**src/rtl/store_buffer_if.sv**
```systemverilog
// store_buffer_if: MEM-stage store/load lookup and data-memory write port bundle; slave = buffer side, master = pipeline/memory side
interface store_buffer_if #(
  parameter int ADDR_W = 64,
  parameter int DATA_W = 64,
  parameter int CW = 3
);
  logic st_valid;
  logic [ADDR_W-1:0] st_addr;
  logic [DATA_W-1:0] st_data;
  logic [3:0] st_size;
  logic st_ready;
  logic ld_valid;
  logic [ADDR_W-1:0] ld_addr;
  logic [3:0] ld_size;
  logic ld_hit;
  logic [DATA_W-1:0] ld_data;
  logic ld_stall;
  logic mem_wr_valid;
  logic [ADDR_W-1:0] mem_wr_addr;
  logic [DATA_W-1:0] mem_wr_data;
  logic [3:0] mem_wr_size;
  logic mem_wr_ready;
  logic empty;
  logic [CW-1:0] count;
  modport slave (
    input st_valid, st_addr, st_data, st_size, ld_valid, ld_addr, ld_size, mem_wr_ready,
    output st_ready, ld_hit, ld_data, ld_stall, mem_wr_valid, mem_wr_addr, mem_wr_data, mem_wr_size, empty, count
  );
  modport master (
    output st_valid, st_addr, st_data, st_size, ld_valid, ld_addr, ld_size, mem_wr_ready,
    input st_ready, ld_hit, ld_data, ld_stall, mem_wr_valid, mem_wr_addr, mem_wr_data, mem_wr_size, empty, count
  );
endinterface

```
**src/rtl/store_buffer.sv**
```systemverilog
// store_buffer: in-order store buffer with youngest-match load forwarding; ports clk, reset (sync, active-high), bus (store_buffer_if.slave)
module store_buffer #(
  parameter int DEPTH = 4,
  parameter int ADDR_W = 64,
  parameter int DATA_W = 64
) (
  input logic clk,
  input logic reset,
  store_buffer_if.slave bus
);
  localparam int PW = $clog2(DEPTH);
  localparam int CW = $clog2(DEPTH + 1);
  logic [ADDR_W-1:0] r_addr [DEPTH];
  logic [DATA_W-1:0] r_data [DEPTH];
  logic [3:0] r_size [DEPTH];
  logic [PW-1:0] r_head, r_tail;
  logic [CW-1:0] r_count;
  logic w_enq, w_deq, w_found, w_c8, w_l8, w_hit, w_cover;
  logic [7:0] w_lmask, w_cmask, w_emask, w_byte;
  logic [DATA_W-1:0] w_cdata;
  logic [PW-1:0] w_slot;
  function automatic logic [7:0] f_mask(input logic [2:0] a, input logic [3:0] s);
    return s == 4'b1000 ? 8'hFF : 8'h01 << a;
  endfunction
  assign w_enq = bus.st_valid && bus.st_ready;
  assign w_deq = bus.mem_wr_valid && bus.mem_wr_ready;
  assign bus.st_ready = r_count < CW'(DEPTH);
  assign bus.mem_wr_valid = r_count != '0;
  assign bus.mem_wr_addr = r_addr[r_head];
  assign bus.mem_wr_data = r_data[r_head];
  assign bus.mem_wr_size = r_size[r_head];
  assign bus.empty = r_count == '0;
  assign bus.count = r_count;
  assign w_lmask = f_mask(bus.ld_addr[2:0], bus.ld_size);
  assign w_l8 = bus.ld_size == 4'b1000;
  always_comb begin
    w_found = 1'b0;
    w_cmask = '0;
    w_cdata = '0;
    w_c8 = 1'b0;
    w_slot = '0;
    w_emask = '0;
    for (int i = 0; i < DEPTH; i++) begin
      w_slot = r_head + PW'(i);
      w_emask = f_mask(r_addr[w_slot][2:0], r_size[w_slot]);
      if (CW'(i) < r_count && r_addr[w_slot][ADDR_W-1:3] == bus.ld_addr[ADDR_W-1:3] && |(w_emask & w_lmask)) begin
        w_found = 1'b1;
        w_cmask = w_emask;
        w_cdata = r_data[w_slot];
        w_c8 = r_size[w_slot] == 4'b1000;
      end
    end
  end
  assign w_cover = (w_cmask & w_lmask) == w_lmask;
  assign w_hit = bus.ld_valid && w_found && w_cover;
  assign bus.ld_hit = w_hit;
  assign bus.ld_stall = bus.ld_valid && w_found && !w_cover;
  assign w_byte = w_c8 ? w_cdata[8*bus.ld_addr[2:0] +: 8] : w_cdata[7:0];
  assign bus.ld_data = !w_hit ? '0 : w_l8 ? w_cdata : {{(DATA_W-8){1'b0}}, w_byte};
  always_ff @(posedge clk) begin
    if (reset) begin
      r_head <= '0;
      r_tail <= '0;
      r_count <= '0;
      for (int i = 0; i < DEPTH; i++) begin
        r_addr[i] <= '0;
        r_data[i] <= '0;
        r_size[i] <= '0;
      end
    end else begin
      if (w_enq) begin
        r_addr[r_tail] <= bus.st_addr;
        r_data[r_tail] <= bus.st_data;
        r_size[r_tail] <= bus.st_size;
      end
      r_tail <= r_tail + PW'(w_enq);
      r_head <= r_head + PW'(w_deq);
      r_count <= r_count + CW'(w_enq) - CW'(w_deq);
    end
  end
endmodule

```
**src/flat_wrapper.sv**
```systemverilog
// flat-port wrapper written by rule: the top's interface ports become plain ports
module store_buffer_flat 
#(
  parameter int DEPTH = 4,
  parameter int ADDR_W = 64,
  parameter int DATA_W = 64
)
  (clk, reset, bus_st_valid, bus_st_addr, bus_st_data, bus_st_size, bus_ld_valid, bus_ld_addr, bus_ld_size, bus_mem_wr_ready, bus_st_ready, bus_ld_hit, bus_ld_data, bus_ld_stall, bus_mem_wr_valid, bus_mem_wr_addr, bus_mem_wr_data, bus_mem_wr_size, bus_empty, bus_count);
  store_buffer_if #(.ADDR_W(ADDR_W), .DATA_W(DATA_W)) bus_i ();
  input logic clk;
  input logic reset;
  input wire logic [$bits(bus_i.st_valid)-1:0] bus_st_valid;
  input wire logic [$bits(bus_i.st_addr)-1:0] bus_st_addr;
  input wire logic [$bits(bus_i.st_data)-1:0] bus_st_data;
  input wire logic [$bits(bus_i.st_size)-1:0] bus_st_size;
  input wire logic [$bits(bus_i.ld_valid)-1:0] bus_ld_valid;
  input wire logic [$bits(bus_i.ld_addr)-1:0] bus_ld_addr;
  input wire logic [$bits(bus_i.ld_size)-1:0] bus_ld_size;
  input wire logic [$bits(bus_i.mem_wr_ready)-1:0] bus_mem_wr_ready;
  output wire logic [$bits(bus_i.st_ready)-1:0] bus_st_ready;
  output wire logic [$bits(bus_i.ld_hit)-1:0] bus_ld_hit;
  output wire logic [$bits(bus_i.ld_data)-1:0] bus_ld_data;
  output wire logic [$bits(bus_i.ld_stall)-1:0] bus_ld_stall;
  output wire logic [$bits(bus_i.mem_wr_valid)-1:0] bus_mem_wr_valid;
  output wire logic [$bits(bus_i.mem_wr_addr)-1:0] bus_mem_wr_addr;
  output wire logic [$bits(bus_i.mem_wr_data)-1:0] bus_mem_wr_data;
  output wire logic [$bits(bus_i.mem_wr_size)-1:0] bus_mem_wr_size;
  output wire logic [$bits(bus_i.empty)-1:0] bus_empty;
  output wire logic [$bits(bus_i.count)-1:0] bus_count;
  assign bus_i.st_valid = bus_st_valid;
  assign bus_i.st_addr = bus_st_addr;
  assign bus_i.st_data = bus_st_data;
  assign bus_i.st_size = bus_st_size;
  assign bus_i.ld_valid = bus_ld_valid;
  assign bus_i.ld_addr = bus_ld_addr;
  assign bus_i.ld_size = bus_ld_size;
  assign bus_i.mem_wr_ready = bus_mem_wr_ready;
  assign bus_st_ready = bus_i.st_ready;
  assign bus_ld_hit = bus_i.ld_hit;
  assign bus_ld_data = bus_i.ld_data;
  assign bus_ld_stall = bus_i.ld_stall;
  assign bus_mem_wr_valid = bus_i.mem_wr_valid;
  assign bus_mem_wr_addr = bus_i.mem_wr_addr;
  assign bus_mem_wr_data = bus_i.mem_wr_data;
  assign bus_mem_wr_size = bus_i.mem_wr_size;
  assign bus_empty = bus_i.empty;
  assign bus_count = bus_i.count;
  store_buffer #(.DEPTH(DEPTH), .ADDR_W(ADDR_W), .DATA_W(DATA_W)) u_core (.clk(clk), .reset(reset), .bus(bus_i));
endmodule
```
**config.mk**
```make
export PLATFORM = sky130hd
export DESIGN_NAME = store_buffer_flat
export DESIGN_NICKNAME = d
export VERILOG_FILES = /design/src/rtl/store_buffer_if.sv /design/src/rtl/store_buffer.sv /design/src/flat_wrapper.sv
export SDC_FILE = /design/constraint.sdc
export NUM_CORES = 2
export LEC_CHECK = 0
export CORE_ASPECT_RATIO = 1.4
export CORE_UTILIZATION = 50
export DETAILED_ROUTE_END_ITERATION = 8
export MAX_ROUTING_LAYER = met4
export PLACE_DENSITY = 0.71
export SLEW_MARGIN = 20
export SYNTH_ARGS = -nofsm -noshare
export SYNTH_HDL_FRONTEND = slang
export SYNTH_SLANG_ARGS = --single-unit
```
**constraint.sdc**
```tcl
create_clock -name clk -period 6.9 [get_ports clk]
set_clock_uncertainty 0.1 [all_clocks]
set_input_delay 1.035 -clock clk [delete_from_list [all_inputs] [get_ports clk]]
set_output_delay 1.035 -clock clk [all_outputs]
set_load 0.05 [all_outputs]
```
==> impl_metrics.json <==
{
  "synth-edff-count": 528,
  "use_met3": 0.09944,
  "syn_area_um2": 40550,
  "port_buffers": 408,
  "cpMostUsedCell": "buf_4",
  "final_nets": 4662,
  "hold_viol": 0,
  "dpl.cell_count": 5409,
  "detail-route-antenna-nets": 0,
  "setup_violations": 0,
  "synth-adder-area-share": 0.002345,
  "maxSlewHeadroom": 0.2696,
  "synth-xor-area-share": 0.03715,
  "critical_path.slowest_cell": "xnor2_1",
  "synth_top_flop_cell": "edfxtp_1",
  "core_area_um2": 80330,
  "vias": 37350,
  "start_util": 0.5048,
  "yosys_warnings": 0,
  "synth_largest_area_cell": "edfxtp_1",
  "tns_ns": 0,
  "maxSlewViolCount": 0,
  "tightest_slew_ns": 1.065,
  "post-route-period-util": 0.9953,
  "crit_type": "reg -> out",
  "syn_avg_cell_area_um2": 10.51,
  "grt_max_degree": 176,
  "io_pins": 409,
  "place.gp.congestion": 1.099,
  "ys_seq_area_frac": 0.3944,
  "postCtsHoldBufs": 0,
  "fin_cells": 5567,
  "die_area_um2": 82260,
  "fmax_mhz": 145.6,
  "arrival_ns": 5.73,
  "synth_cell_types": 86,
  "cts.clk_slew.worst_paths_ns": 0.07,
  "dr.pass1.iters": 5,
  "place_area_um2": 48770,
  "busiest_layer": "met2",
  "syn_inst": 3860,
  "drtIter0Drc": 4094,
  "max_stage_delay_ns": 0.80,
  "post-dp-hpwl_um": 145200,
  "ir_worst_vdd_mv": 0.4881,
  "insertion_delay_ns": 0.66,
  "synth.net_count": 4072,
  "status": "completed",
  "clock_tree.root_cell": "clkbuf_16",
  "cp-end-kind": "primary output",
  "cts.sinks": 535,
  "cp-start-kind": "flop",
  "row_count": 123,
  "layout_min_cycle_time_ns": 6.867,
  "grt_pass1_vias": 35870,
  "synth_top_family_by_area": "multiplexers",
  "rsz0062_at_grt": "no",
  "worst_slack_ns": 0.03267,
  "cts_buffer_depth": 3,
  "viasPerCell": 6.708,
  "antenna_found_initial": 21,
  "async_flop_share": 0,
  "muxShareOfSynthArea": 0.2229,
  "synth_common_cells": "and2_1 (541), edfxtp_1 (528), mux2i_1 (400)",
  "wl_per_cell_um": 35.01,
  "synthSimpleGateAreaFrac": 0.1770,
  "crit_buf_inv": 9,
  "grt_first_pass_wirelength_um": 267700,
  "h-tree-depth": 2,
  "maxCapViolCount": 0,
  "fin_area_um2": 52170,
  "p_per_area_nw_per_um2": 317.5,
  "routed_wl_um": 194900,
  "use_met2": 0.7672,
  "crit_chain": "buf_6 > buf_4 > mux2i_1 > buf_4 > xnor2_1 > nor4_1 > mux2i_1 > nor4_2 > buf_4 > nand3_4 > or2_4 > buf_12 > buf_4 > buf_4 > buf_4 > nand3_1 > a311o_1 > a21o_1 > o211ai_1 > o2111a_1 > buf_12",
  "area_growth_syn_to_layout_pct": 28.65,
  "path_max_fanout": 23,
  "route.detailed.drc": 0,
  "synth_most_common_cell": "and2_1",
  "layout-drive-gt1-share": 0.2403,
  "grt_use_total": 0.4764,
  "synth_top_area_share": 0.3910,
  "cp_top_family": "buffers and inverters",
  "num-fill-cells": 6064,
  "synth-compound-area-share": 0.1206,
  "crit_required_ns": 5.76,
  "cts_tree": "done",
  "static-leakage-power_nw": 18.88,
  "gr-total-overflow": 0,
  "yosys-top-cells-area": "edfxtp_1 (39%), mux2i_1 (9.9%), mux4_2 (8.6%), and2_1 (8.3%), mux2_2 (3.8%)",
  "cts_buffers": 52,
  "grt_use_met1": 0.4900,
  "synth_seq_cells": 535,
  "whs_ns": 0.6028,
  "dp_slack_ns": -0.02900,
  "hold_class": "reg -> reg",
  "fp.dieH_um": 339.0,
  "die_x_um": 242.7
}
[cell families after synthesis]
kind of cell    after synthesis
mux                         693
fa+ha+maj                     7
simple gates               1338
flops                       535
buf+inv                     399
compound gates              716
xor+xnor                    172
[tightest hold or removal path, stage by stage, from the launching register on]
cell and delay, ns:
dfxtp_1 0.41, xnor2_1 0.21, nor2_1 0.04
[sequential cells by signal, summed over array words and instances (netlist names)]
register	flops
u_core.bus.count	3
u_core.r_addr	256
u_core.r_data	256
u_core.r_tail	2
u_core.r_size	16
u_core.r_head	2
[area by class of cell]
type	count	area, um2	area share
Antenna cell	19	47.55	0.0009114
Clock buffer	58	1345	0.02578
Clock inverter	32	356.6	0.006835
Inverter	49	191.4	0.003669
Multi-Input combinational cell	2926	23690	0.4540
Sequential cell	535	16000	0.3067
Tap cell	1062	1329	0.02547
Timing Repair Buffer	886	9210	0.1765
[layout by cell type (no fill, tap or decap), types with 36 or more instances in the layout]
| cell type | n |
|---|---|
| and2_1 | 540 |
| edfxtp_1 | 528 |
| buf_4 | 408 |
| clkdlybuf4s50_1 | 340 |
| mux2i_1 | 332 |
| nor2_1 | 246 |
| nand2_1 | 224 |
| mux4_2 | 154 |
| a21oi_1 | 137 |
| mux2_2 | 136 |
| xnor2_1 | 136 |
| o21ai_0 | 123 |
| buf_12 | 108 |
| clkbuf_16 | 58 |
| nand3_1 | 57 |
| o22ai_1 | 53 |
| mux2i_2 | 46 |
| inv_1 | 46 |
| nor3_1 | 46 |
| o211ai_1 | 46 |
| a31oi_1 | 45 |
| a211oi_1 | 41 |
| nand2b_1 | 36 |
[stage by stage]
stage / total power, mW / util
final: 16.57 / 0.6494
after CTS: 15.91 / 0.6358
after global placement: 12.63 / 0.6070
after detailed placement: 12.69 / 0.6070
after global routing: 16.87 / 0.6494
after floorplan: 9.429 / -
[final timing paths]
check | slack (ns) | endpoint | from | depth (start not counted)
max | 0.03 | bus_ld_data[7] | u_core.r_head[0] | 21
min | 0.60 | u_core.r_tail[1] | u_core.r_tail[1] | 2
min reg2reg | 0.60 | u_core.r_tail[1] | u_core.r_tail[1] | 2
max reg2reg | 3.27 | u_core.r_addr[2][4] | u_core.bus.count[2] | 7
[where the power goes]
group          internal, mW  total [mW]  switching, mW
clock network          1.63        2.97           1.34
logic                  3.58        9.39           5.81
registers              3.96        4.21          0.251
[metal layers]
metal  wire, um  part of all wire  up-vias
li1           -                 -    15740
met1      61580              0.32    18180
met2      92740              0.48     2675
met3      18320             0.094      751
met4      22260              0.11        0
met5          0                 0        -
[timing repair]
item                       4_1_cts  5_1_grt
gates resized for setup         50      152
setup endpoints to repair       66       65
cloned                           4        5
pin swaps                        9       18
setup buffers                   23       19
Note: power is estimated with default switching activity, not from simulation.
